[config.mk]
export PLATFORM = sky130hd
export DESIGN_NAME = ctrl_pipe
export DESIGN_NICKNAME = d
export VERILOG_FILES = /design/src/rtl/ctrl_pkg.sv /design/src/rtl/ctrl_decode.sv /design/src/rtl/ctrl_pipe.sv
export SDC_FILE = /design/constraint.sdc
export NUM_CORES = 1
export LEC_CHECK = 0
export ABC_AREA = 1
export CAP_MARGIN = 10
export CELL_PAD_IN_SITES_DETAIL_PLACEMENT = 1
export CELL_PAD_IN_SITES_GLOBAL_PLACEMENT = 1
export CORE_AREA = 10 10 79 64
export CTS_BUF_LIST = sky130_fd_sc_hd__clkbuf_8
export DETAILED_ROUTE_END_ITERATION = 16
export DIE_AREA = 0 0 89 74
export PLACE_DENSITY_LB_ADDON = 0.1
export SYNTH_ARGS = -nofsm -noshare
export SYNTH_HDL_FRONTEND = slang
export SYNTH_SLANG_ARGS = --single-unit
[constraint.sdc]
create_clock -name clk -period 2 [get_ports clk]
set_clock_uncertainty 0.1 [all_clocks]
set_input_delay 0.2 -clock clk [delete_from_list [all_inputs] [get_ports clk]]
set_output_delay 0.2 -clock clk [all_outputs]
set_load 0.02 [all_outputs]
[src/rtl/ctrl_pkg.sv]
// Shared opcode and ALU-op encodings plus the packed EX control bundle.
// The bundle's dst field is sized for the widest supported REGW (DST_W).
package ctrl_pkg;

  localparam int DST_W = 8;

  localparam logic [3:0] OP_ADD  = 4'd0;
  localparam logic [3:0] OP_SUB  = 4'd1;
  localparam logic [3:0] OP_AND  = 4'd2;
  localparam logic [3:0] OP_XOR  = 4'd3;
  localparam logic [3:0] OP_COM  = 4'd4;
  localparam logic [3:0] OP_MUL  = 4'd5;
  localparam logic [3:0] OP_SLL  = 4'd6;
  localparam logic [3:0] OP_SRL  = 4'd7;
  localparam logic [3:0] OP_ADDI = 4'd8;
  localparam logic [3:0] OP_LW   = 4'd9;
  localparam logic [3:0] OP_SW   = 4'd10;
  localparam logic [3:0] OP_BEQ  = 4'd11;
  localparam logic [3:0] OP_J    = 4'd12;
  localparam logic [3:0] OP_JR   = 4'd13;
  localparam logic [3:0] OP_JAL  = 4'd14;

  localparam logic [2:0] ALU_ADD = 3'd0;
  localparam logic [2:0] ALU_SUB = 3'd1;
  localparam logic [2:0] ALU_AND = 3'd2;
  localparam logic [2:0] ALU_XOR = 3'd3;
  localparam logic [2:0] ALU_COM = 3'd4;
  localparam logic [2:0] ALU_MUL = 3'd5;
  localparam logic [2:0] ALU_SLL = 3'd6;
  localparam logic [2:0] ALU_SRL = 3'd7;

  typedef struct packed {
    logic             wen;
    logic             alusrc;
    logic [2:0]       aluop;
    logic             memwrite;
    logic             memtoreg;
    logic             branch;
    logic             jump;
    logic             jr;
    logic             jal;
    logic [DST_W-1:0] dst;
    logic             illegal;
  } ctrl_t;

  // JAL links into the highest register of a REGW-wide file.
  function automatic logic [DST_W-1:0] link_reg(input int regw);
    return (DST_W'(1) << regw) - DST_W'(1);
  endfunction

endpackage

[src/rtl/ctrl_decode.sv]
// Combinational opcode decoder: (op, rt, rd) -> EX control bundle.
// Opcodes wider than 4 bits are illegal unless the upper bits are zero.
module ctrl_decode
  import ctrl_pkg::*;
#(
  parameter int OPW  = 4,
  parameter int REGW = 4
) (
  input  logic [OPW-1:0]  op,
  input  logic [REGW-1:0] rt,
  input  logic [REGW-1:0] rd,
  output ctrl_t           ctrl,
  output logic            is_mul
);

  logic [3:0] op_lo;
  logic       op_hi_nz;

  assign op_lo = op[3:0];

  generate
    if (OPW > 4) begin : g_wide_op
      assign op_hi_nz = |op[OPW-1:4];
    end else begin : g_narrow_op
      assign op_hi_nz = 1'b0;
    end
  endgenerate

  always_comb begin
    ctrl   = '0;
    is_mul = 1'b0;
    if (op_hi_nz) begin
      ctrl.illegal = 1'b1;
    end else begin
      case (op_lo)
        OP_ADD, OP_SUB, OP_AND, OP_XOR, OP_COM, OP_MUL, OP_SLL, OP_SRL: begin
          ctrl.wen    = 1'b1;
          ctrl.aluop  = op_lo[2:0];
          ctrl.alusrc = (op_lo == OP_SLL) || (op_lo == OP_SRL);
          ctrl.dst    = DST_W'(rd);
          is_mul      = (op_lo == OP_MUL);
        end
        OP_ADDI, OP_LW: begin
          ctrl.wen      = 1'b1;
          ctrl.aluop    = ALU_ADD;
          ctrl.alusrc   = 1'b1;
          ctrl.memtoreg = (op_lo == OP_LW);
          ctrl.dst      = DST_W'(rt);
        end
        OP_SW: begin
          ctrl.alusrc   = 1'b1;
          ctrl.memwrite = 1'b1;
        end
        OP_BEQ: begin
          ctrl.branch = 1'b1;
          ctrl.aluop  = ALU_SUB;
        end
        OP_J: begin
          ctrl.jump = 1'b1;
        end
        OP_JR: begin
          ctrl.jr = 1'b1;
        end
        OP_JAL: begin
          ctrl.jump = 1'b1;
          ctrl.jal  = 1'b1;
          ctrl.wen  = 1'b1;
          ctrl.dst  = link_reg(REGW);
        end
        default: begin
          ctrl.illegal = 1'b1;
        end
      endcase
    end
  end

endmodule

[src/rtl/ctrl_pipe.sv]
// ID/EX control stage: decode, load-use stall, multi-cycle MUL hold, flush bubbles.
// Optional sticky halt on illegal opcodes when CTRL_ILLEGAL_TRAP_EN is defined.
module ctrl_pipe
  import ctrl_pkg::*;
#(
  parameter int OPW     = 4,
  parameter int REGW    = 4,
  parameter int MUL_LAT = 3
) (
  input  logic            clk,
  input  logic            rst_n,
  input  logic            id_valid,
  output logic            id_ready,
  input  logic [OPW-1:0]  id_op,
  input  logic [REGW-1:0] id_rs,
  input  logic [REGW-1:0] id_rt,
  input  logic [REGW-1:0] id_rd,
  input  logic            flush,
  output logic            ex_valid,
  output logic            ex_fire,
  output logic            ex_busy,
  output logic            ex_wen,
  output logic            ex_alusrc,
  output logic            ex_memwrite,
  output logic            ex_memtoreg,
  output logic            ex_branch,
  output logic            ex_jump,
  output logic            ex_jr,
  output logic            ex_jal,
  output logic [2:0]      ex_aluop,
  output logic [REGW-1:0] ex_dst,
  output logic            illegal
);

  localparam int              CNTW     = (MUL_LAT > 1) ? $clog2(MUL_LAT) : 1;
  localparam logic [CNTW-1:0] MUL_LOAD = CNTW'(MUL_LAT - 1);

  ctrl_t           dec;
  logic            dec_mul;
  ctrl_t           ex_d, ex_q;
  logic            ex_valid_d, ex_valid_q;
  logic [CNTW-1:0] cnt_d, cnt_q;
  logic            busy;
  logic            load_use;
  logic            accept;
  logic            halt;

  ctrl_decode #(
    .OPW  (OPW),
    .REGW (REGW)
  ) u_decode (
    .op     (id_op),
    .rt     (id_rt),
    .rd     (id_rd),
    .ctrl   (dec),
    .is_mul (dec_mul)
  );

  assign busy     = (cnt_q != '0);
  assign load_use = ex_valid_q & ex_q.memtoreg & (ex_q.dst != '0) &
                    ((ex_q.dst == DST_W'(id_rs)) | (ex_q.dst == DST_W'(id_rt)));
  assign id_ready = rst_n & ~busy & ~load_use & ~halt;
  assign accept   = id_valid & id_ready;

`ifdef CTRL_ILLEGAL_TRAP_EN
  logic halt_d, halt_q;

  always_comb begin
    halt_d = halt_q | (accept & dec.illegal);
    if (flush) halt_d = 1'b0;
  end

  always_ff @(posedge clk or negedge rst_n) begin
    if (!rst_n) halt_q <= 1'b0;
    else        halt_q <= halt_d;
  end

  assign halt    = halt_q;
  assign illegal = ex_q.illegal | halt_q;
`else
  assign halt    = 1'b0;
  assign illegal = ex_q.illegal;
`endif

  // Next EX contents: flush beats hold, hold beats accept, otherwise a bubble.
  always_comb begin
    ex_d       = ex_q;
    ex_valid_d = ex_valid_q;
    cnt_d      = cnt_q;
    if (flush) begin
      ex_d       = '0;
      ex_valid_d = 1'b0;
      cnt_d      = '0;
    end else if (busy) begin
      cnt_d = cnt_q - CNTW'(1);
    end else if (accept) begin
      ex_d       = dec;
      ex_valid_d = 1'b1;
      cnt_d      = dec_mul ? MUL_LOAD : '0;
    end else begin
      ex_d       = '0;
      ex_valid_d = 1'b0;
      cnt_d      = '0;
    end
  end

  // ID/EX boundary
  always_ff @(posedge clk or negedge rst_n) begin
    if (!rst_n) begin
      ex_q       <= '0;
      ex_valid_q <= 1'b0;
      cnt_q      <= '0;
    end else begin
      ex_q       <= ex_d;
      ex_valid_q <= ex_valid_d;
      cnt_q      <= cnt_d;
    end
  end

  assign ex_valid    = ex_valid_q;
  assign ex_busy     = busy;
  assign ex_fire     = ex_valid_q & ~busy;
  assign ex_wen      = ex_q.wen;
  assign ex_alusrc   = ex_q.alusrc;
  assign ex_memwrite = ex_q.memwrite;
  assign ex_memtoreg = ex_q.memtoreg;
  assign ex_branch   = ex_q.branch;
  assign ex_jump     = ex_q.jump;
  assign ex_jr       = ex_q.jr;
  assign ex_jal      = ex_q.jal;
  assign ex_aluop    = ex_q.aluop;
  assign ex_dst      = ex_q.dst[REGW-1:0];

endmodule

==> run_results.csv, run 1 <==
group,metric,value,unit
placed_design,gp_congestion,0.8129,
floorplanning,die_w,89,um
clocking,clk_pin_slew_worst_paths,70,ps
route,drtIter0Drc,61,
floorplanning,start_util,0.3363,
global_route,grt_max_degree,20,
synthesis,synth_cell_types,20,
clocking,cts.path.max_buffers,2,
global_route,antenna_found_initial,0,
clocking,clock_latency,250,ps
worst_setup_path,end_kind,"output port",
synthesis,synth_compound_area_frac,0.02731,
synthesis,synthMuxAreaShare,0,
synthesis,syn_nets,195,
finish,stdcell_area,0.001694,sq mm
floorplanning,ios,40,
sta,worst_slew_pin_slew,314.3,ps
clocking,cts_tree,"yes",
global_route,overflow,0,
sta,relSlewSlack,0.7903,
sta,finalSetupViolCount,0,
finish,utilization,0.4783,
synthesis,synth.avg_cell_area,6.807,sq um
synthesis,synth-xor-area-share,0,
route,ant_nets,0,
placed_design,io_buffers,39,
global_route,grtUsageTotal,0.1243,
worst_setup_path,critical_path_arrival,1490,ps
worst_setup_path,path_max_fanout,3,
placed_design,placed_area,0.001650,sq mm
floorplanning,dieArea,0.006586,sq mm
sta,rsz0062_at_grt,"false",
floorplanning,dieHeight,74,um
sta,hold_viol,0,
run,cap_violations,0,
clocking,cts_root_buffer,"clkbuf_8",
sta,finalCritPeriodShare,0.8937,
route,num_vias,1276,
clocking,cts.sinks,19,
route,wl,3.955,mm
synthesis,synth_top_family_by_area,"simple AND/OR/NAND/NOR gates",
placed_design,dp.cells,258,
synthesis,synth_adder_area_share,0,
synthesis,yosys.area_share.simple,0.4800,
finish,nets,241,
route,avgViaCountPerCell,4.870,
finish,syn2layout_area_growth,42.23,%
synthesis,yosysWarnings,0,
pwr,p_leak,0.9154,nW
worst_setup_path,critical_path_class,"reg -> out",
worst_setup_path,worstSetupStartpointType,"flop",
synthesis,syn-cell-area,0.001191,sq mm
clocking,cts_buffers,3,
finish,n_antenna_cell,0,
pwr,p_per_area,486.9,mW/mm^2
synthesis,synth_seq_cells,19,
worst_setup_path,cp_data_required_time,1700,ps
pwr,peakVddDrop,0.0002901,V
sta,fmax,0.5595,GHz
finish,final_cells,262,
floorplanning,rows,19,
status,status,"complete, no violations",
sta,slew_viol_final,0,
global_route,grt_pass1_wl,6.513,mm
route,drc,0,
clocking,cts_hold_buf,0,
synthesis,syn_inst,175,
sta,fin_crit,1787,ps
route,firstDrtPassIters,4,
clocking,htreeDepth,1,
global_route,grt_pass1_vias,1340,
worst_setup_path,r2r_cells,10,
synthesis,ys_seq_area_frac,0.3992,
sta,hold_ws,245.4,ps
floorplanning,core,0.003542,sq mm
hold_path,min_path_type,"in -> async",
route,wl_per_cell,15.10,um
placed_design,hpwl,3.195,mm
finish,drive_above_1_share,0.1273,
-- final cells by class --
| cell class | instances | area, sq um |
|---|---|---|
| tap | 42 | 52.55 |
| clock inverter | 1 | 3.754 |
| fill | 449 | 1848 |
| sequential | 19 | 476.7 |
| multi-input combinational | 130 | 604.3 |
| clock buffer | 3 | 41.29 |
| timing repair buffer | 45 | 432.9 |
| inverter | 22 | 82.58 |
-- where the power goes --
part           switching [mW]  internal [mW]
registers             0.00618          0.390
clock network           0.126          0.136
logic                  0.0905         0.0757
total                   0.223          0.602
-- cells in the mapped netlist (all sizes together) --
master | n | area [sq um]
a21boi | 2 | 15.02
inv | 22 | 82.58
nor2 | 22 | 116.4
nand4 | 17 | 106.4
dfrtp | 19 | 475.5
a31oi | 1 | 12.51
nand2 | 81 | 314.0
o21ai | 1 | 5.000
buf | 4 | 28.78
nand3 | 6 | 35.03
-- placed cells by master, fill, tap and decap left out, drive strengths merged --
| cell type | synthesis | layout |
|---|---|---|
| nand2 | 81 | 81 |
| dfrtp | 19 | 19 |
| nor2 | 22 | 22 |
| buf | 4 | 6 |
| nand4 | 17 | 17 |
| inv | 22 | 23 |
| o21ai | 1 | 1 |
| dlymetal6s2s | 0 | 1 |
| clkdlybuf4s50 | 0 | 37 |
| a21boi | 2 | 2 |
| nand3 | 6 | 6 |
| a31oi | 1 | 1 |
| clkbuf | 0 | 4 |
-- final timing paths --
path,startpoint,end,slack [ps]
setup reg to reg,ex_dst[3],ex_aluop[1],460
hold / removal,rst_n,ex_aluop[2],250
max in group asynchronous,rst_n,ex_dst[2],1330
hold reg to reg,ex_jump,ex_jump,380
min in group clk,ex_jump,ex_jump,380
setup / recovery,cnt_q[0],ex_busy,210
-- worst max-delay path, stage by stage, from the launching register on --
cell and delay [ps]:
dfrtp_1 410, nor2_2 170, inv_2 100, clkdlybuf4s50_1 550
-- what timing repair did --
action,4_1_cts,5_1_grt
setup buffers,0,0
endpoints found under the setup margin,1,2
gates resized for setup,1,5
-- routing by layer --
metal,GRT usage,vias up,wire length (um),share of wire
met5,0,-,0,0
met4,0.01232,0,13,0.0033
met3,0.05459,2,350,0.088
met2,0.1977,29,1800,0.46
met1,0.1584,606,1791,0.45
li1,-,639,-,-
-- flip-flops by register name, indices dropped and copies added (netlist names) --
name / cells
ex_valid: 1
ex_memwrite: 1
ex_wen: 1
ex_branch: 1
ex_memtoreg: 1
ex_alusrc: 1
illegal: 1
ex_jr: 1
cnt_q: 2
ex_jal: 1
ex_aluop: 3
ex_jump: 1
ex_dst: 4
-- metrics by stage --
stage	TNS, ps	power (mW)	setup slack (ps)
after CTS	0	0.8335	33.35
final	0	0.8249	212.6
after floorplan	0	0.4765	357.8
after detailed placement	-150.0	0.5715	-150.0
after global placement	-98.24	0.5647	-98.24
after global routing	0	0.8660	64.85
-- kinds of logic (layout without fill, tap and decap cells) --
kind of cell,Yosys count,count (layout)
buf+inv,26,71
flops,19,19
compound gates,4,4
simple gates,126,126
Note: power is estimated with default switching activity, not from simulation.
==> inputs of run 2 (changes only) <==
--- a/constraint.sdc
+++ b/constraint.sdc
@@ -4,2 +4,2 @@
 set_output_delay 0.2 -clock clk [all_outputs]
-set_load 0.02 [all_outputs]
+set_load 0.05 [all_outputs]
==> run 2 against run 1 <==
Worst setup slack worse by 110 ps. Via count shrank 1.7%. Fmax shrank 5.8%. Cell area rose by 0.44%. Global-route usage up 1.1 points. Total power increased by 2.7%. Die area did not move. Register-to-register slack got worse by 60 ps. Largest cell class unchanged.
==> run_results.csv, run 2 (synthesized netlist as in run 1, its figures left out) <==
group,metric,value,unit
route,wl_per_cell,15.93,um
finish,final_cells,260,
route,drtIter0Drc,74,
sta,hold_viol,0,
clocking,cts_hold_buf,0,
floorplanning,start_util,0.3363,
clocking,clk_pin_slew_worst_paths,70,ps
placed_design,dp.cells,256,
sta,tns,0,ps
pwr,p_per_area,498.1,mW/mm^2
worst_setup_path,critical_path_class,"reg -> out",
clocking,postCtsSetupBuffers,0,
route,num_vias,1254,
pwr,p_total,847.5,uW
clocking,htreeDepth,1,
pwr,p_int,605.0,uW
global_route,grt_pass1_wl,6.969,mm
worst_setup_path,cp_data_required_time,1700,ps
route,ant_nets,0,
sta,fin_crit,1898,ps
finish,largest_reg_flops,4,
sta,relSlewSlack,0.6587,
clocking,cts.sinks,19,
sta,worst_slew_pin_slew,510.3,ps
pwr,peakVddDrop,0.0003232,V
floorplanning,ios,40,
global_route,grt_max_degree,20,
pwr,p_leak,0.9038,nW
status,status,"complete, no violations",
floorplanning,dieArea,0.006586,sq mm
worst_setup_path,critPathBufInv,1,
clocking,post_cts_resized,0,
global_route,grt_pass1_vias,1412,
sta,hold_ws,216.8,ps
global_route,overflow,0,
worst_setup_path,crit_path_cell_trace,"clkdlybuf4s50_1",
global_route,grtUsageTotal,0.1353,
route,drc,0,
finish,utilization,0.4804,
floorplanning,dieHeight,74,um
finish,syn2layout_area_growth,42.86,%
worst_setup_path,critical_path.max_stage_delay,860,ps
pwr,pwr-share-clk,0.309,
sta,slew_viol_final,0,
route,avgViaCountPerCell,4.823,
route,wl,4.141,mm
clocking,cts_tree,"yes",
finish,drive_above_1_share,0.1284,
sta,finalSetupViolCount,0,
pwr,share_seq_of_total_power,0.468,
pwr,switching_share,0.2862,
sta,finalCritPeriodShare,0.9489,
clocking,cts_buffers,3,
floorplanning,core,0.003542,sq mm
finish,mostFrequentLayoutCell,"nand2_1",
placed_design,hpwl,3.248,mm
pwr,power.switching,242.6,uW
floorplanning,die_w,89,um
placed_design,gp_congestion,0.7809,
route,firstDrtPassIters,4,
floorplanning,rows,19,
worst_setup_path,critical_path_arrival,1600,ps
clocking,cts.path.max_buffers,2,
hold_path,min_path_type,"in -> async",
global_route,antenna_found_initial,0,
pwr,pwr-share-comb,0.223,
clocking,clock_latency,260,ps
worst_setup_path,cp_slowest_cell,"clkdlybuf4s50_1",
worst_setup_path,worstSetupStartpointType,"flop",
placed_design,io_buffers,39,
finish,final_cell_mix,"nand2_1 (79), clkdlybuf4s50_1 (36), dfrtp_1 (19)",
finish,n_antenna_cell,0,
sta,fmax,0.5269,GHz
finish,nets,239,
worst_setup_path,end_kind,"output port",
clocking,cts_root_buffer,"clkbuf_8",
sta,rsz0062_at_grt,"false",
run,cap_violations,0,
worst_setup_path,path_max_fanout,6,
worst_setup_path,critPathTopFamily,"buffers and inverters",
==> run 2: worst paths after layout <==
kind                        startpoint  slack [ps]     endpoint  depth (start not counted)
max in group asynchronous        rst_n        1360    ex_dst[2]                          2
max                          ex_dst[2]         100    ex_dst[2]                          1
max reg2reg                  ex_dst[2]         400      illegal                          9
min reg2reg                ex_aluop[2]         390  ex_aluop[2]                          2
min in group clk           ex_aluop[2]         390  ex_aluop[2]                          2
min                              rst_n         220    ex_branch                          2
==> run 2: routing by layer <==
metal | GRT usage | up-vias | share of wire
met1 | 0.1611 | 587 | 0.46
met3 | 0.04585 | 2 | 0.071
li1 | - | 634 | -
met2 | 0.2358 | 31 | 0.47
met4 | 0.02113 | 0 | 0.0029
met5 | 0 | - | 0
==> run 2: area by class of cell <==
cell class | count | area, sq um
Tap cell | 42 | 52.55
Sequential cell | 19 | 475.5
Clock inverter | 1 | 3.754
Multi-Input combinational cell | 130 | 608.1
Inverter | 22 | 82.58
Fill cell | 458 | 1841
Clock buffer | 3 | 41.29
Timing Repair Buffer | 43 | 437.9
==> run 2: power groups by stage <==
stage               logic, mW  registers, mW  clock network [mW]
finish                  0.189          0.396               0.262
global placement        0.184          0.403                   0
floorplan              0.0731          0.422                   0
detailed placement      0.189          0.404                   0
CTS                     0.191          0.396               0.278
global route            0.208          0.397               0.295
==> run 2: through the flow <==
stage	worst slack [ps]	instance area [sq um]
after floorplan	187.9	1195
final	102.2	1702
after detailed placement	236.8	1657
after CTS	75.63	1702
after global routing	33.46	1702
after global placement	270.2	1657
==> RTL edit: new RTL, flow settings as in run 2 <==
The option `CTRL_ILLEGAL_TRAP_EN` is turned on by a define.
--- a/src/rtl/ctrl_pipe.sv
+++ b/src/rtl/ctrl_pipe.sv
@@ -2,2 +2,4 @@
 // Optional sticky halt on illegal opcodes when CTRL_ILLEGAL_TRAP_EN is defined.
+`define CTRL_ILLEGAL_TRAP_EN
+
 module ctrl_pipe
Behaviour: not the same (a bounded check fails within 4 cycles, from zero or initial values and one cycle with rst_n low).
==> RTL edit against run 2 <==
Sequential cell count is 1 higher; final area is 1.5% lower; worst setup slack worse by 0.019 ns; power is 6.7% higher; highest routed layer unchanged; wire length is 14% lower; sequential share of layout area is 1.9 points higher; largest cell class unchanged; first-iteration DRC count is 47% lower; area after synthesis is 2.0% higher.
==> RTL edit: results (changes against run 2) <==
* Clock network power share at 34.0% (was 30.9%)
* Commonest cells post-synth: 56 x nand2_1, 21 x inv_1, 20 x dfrtp_1 (was 79 x nand2_1, 19 x dfrtp_1, 17 x nand4_1)
* Largest net degree at the start of global routing at 21 (was 20)
* Crit path arrival time at 1.62 ns (was 1.60 ns)
* Grt met2 use at 19.4% (was 23.6%)
* Final nets at 221 (was 239)
* Total GRT Usage at 11.5% (was 13.5%)
* Met3 Wirelength at 219 um (was 295 um)
* Max_slew headroom at 65.6% (was 65.9%)
* Share of the yosys chip area belonging to registers at 41.2% (was 39.9%)
* Final HPWL DP at 2.92 mm (was 3.25 mm)
* Starting DRT DRC Count at 39 (was 74)
* DR WL/cell at 14.8 um (was 15.9 um)
* Worst hold slack at 0.231 ns (was 0.217 ns)
* Share of cells above drive strength 1 at 15.5% (was 12.8%)
* Pre-CTS worst setup slack at 0.139 ns (was 0.237 ns)
* Distinct cells, synth at 26 (was 20)
* Vias in the first global route at 1240 (was 1412)
* M1 GR Usage at 14.5% (was 16.1%)
* R2r setup slk at 0.29 ns (was 0.40 ns)
* GRT met3 Usage at 3.38% (was 4.59%)
* Sw Share at 26.9% (was 28.6%)
* WL met2 at 1.73 mm (was 1.93 mm)
* FILL cells at 435 (was 458)
* Worst r2r dst: ex_aluop[0]$_DFFE_PN0P_ (was illegal$_DFFE_PN0P_)
* Area contributors post-synth: dfrtp_1 41%, nand2_1 17%, inv_1 6.5%, o21ai_2 6.5%, buf_4 4.3% (was dfrtp_1 40%, nand2_1 25%, nand4_1 8.9%, nor2_1 5.0%, inv_1 4.7%)
* P_seq at 0.416 mW (was 0.396 mW)
* CP max stage delay at 0.70 ns (was 0.86 ns)
* Outcome: finished clean (unchanged)
* Switching pwr at 0.243 mW (about the same)
## RTL edit: changes by cell type after synthesis, moves of 5 or more
| cell | change |
|---|---|
| nand4_1 | -15 |
| nand2_1 | -23 |
| buf_4 | +6 |
| inv_1 | +6 |
| o21ai_0 | +6 |
| inv_2 | -6 |
| a21oi_1 | +6 |
| o21ai_2 | +9 |
| nor2_1 | -5 |
## RTL edit: worst reg2reg max path, delay by kind of cell (launching register included)
family | cells | cell delay [ns]
simple gates | 7 | 0.69
buf+inv | 1 | 0.13
flops | 1 | 0.42
compound gates | 1 | 0.28
## RTL edit: cells by family after synthesis
kind of cell,Yosys count,share of synthesized area (%)
AOI/OAI and AO/OA,30,15.9
buffers and inverters,31,13.1
and+or+nand+nor,81,29.9
DFF,20,41.2
## RTL edit: how the worst max path moves through the flow
stage                            start                  to  slack [ns]  cells after the start
finish                  halt$_DFF_PN0_             illegal        0.08                      2
global route            halt$_DFF_PN0_             illegal        0.04                      2
CTS                     halt$_DFF_PN0_             illegal        0.07                      2
detailed placement            id_rt[1]  ex_jal$_DFFE_PN0P_        0.14                     10
global placement              id_rt[1]  ex_jal$_DFFE_PN0P_        0.21                     10
floorplan           cnt_q[0]$_DFF_PN0_             ex_fire        0.20                      3
## RTL edit: area by class of cell
class                   instances  area, um2  share of cell area (%)
flip-flops and latches         20        500                    29.9
clock buffers                   4       55.1                    3.29
inverters                      22       82.6                    4.93
repair buffers                 43        425                    25.4
well taps                      42       52.6                    3.14
multi-input cells             111        559                    33.4
## RTL edit: through the flow
step	std cells	util, %	total power [mW]	area, um2
finish	242	47.3	0.905	1680
global route	242	47.3	0.958	1680
CTS	242	47.3	0.914	1680
detailed placement	238	45.7	0.607	1620
global placement	238	45.7	0.603	1620
floorplan	162	-	0.519	1220
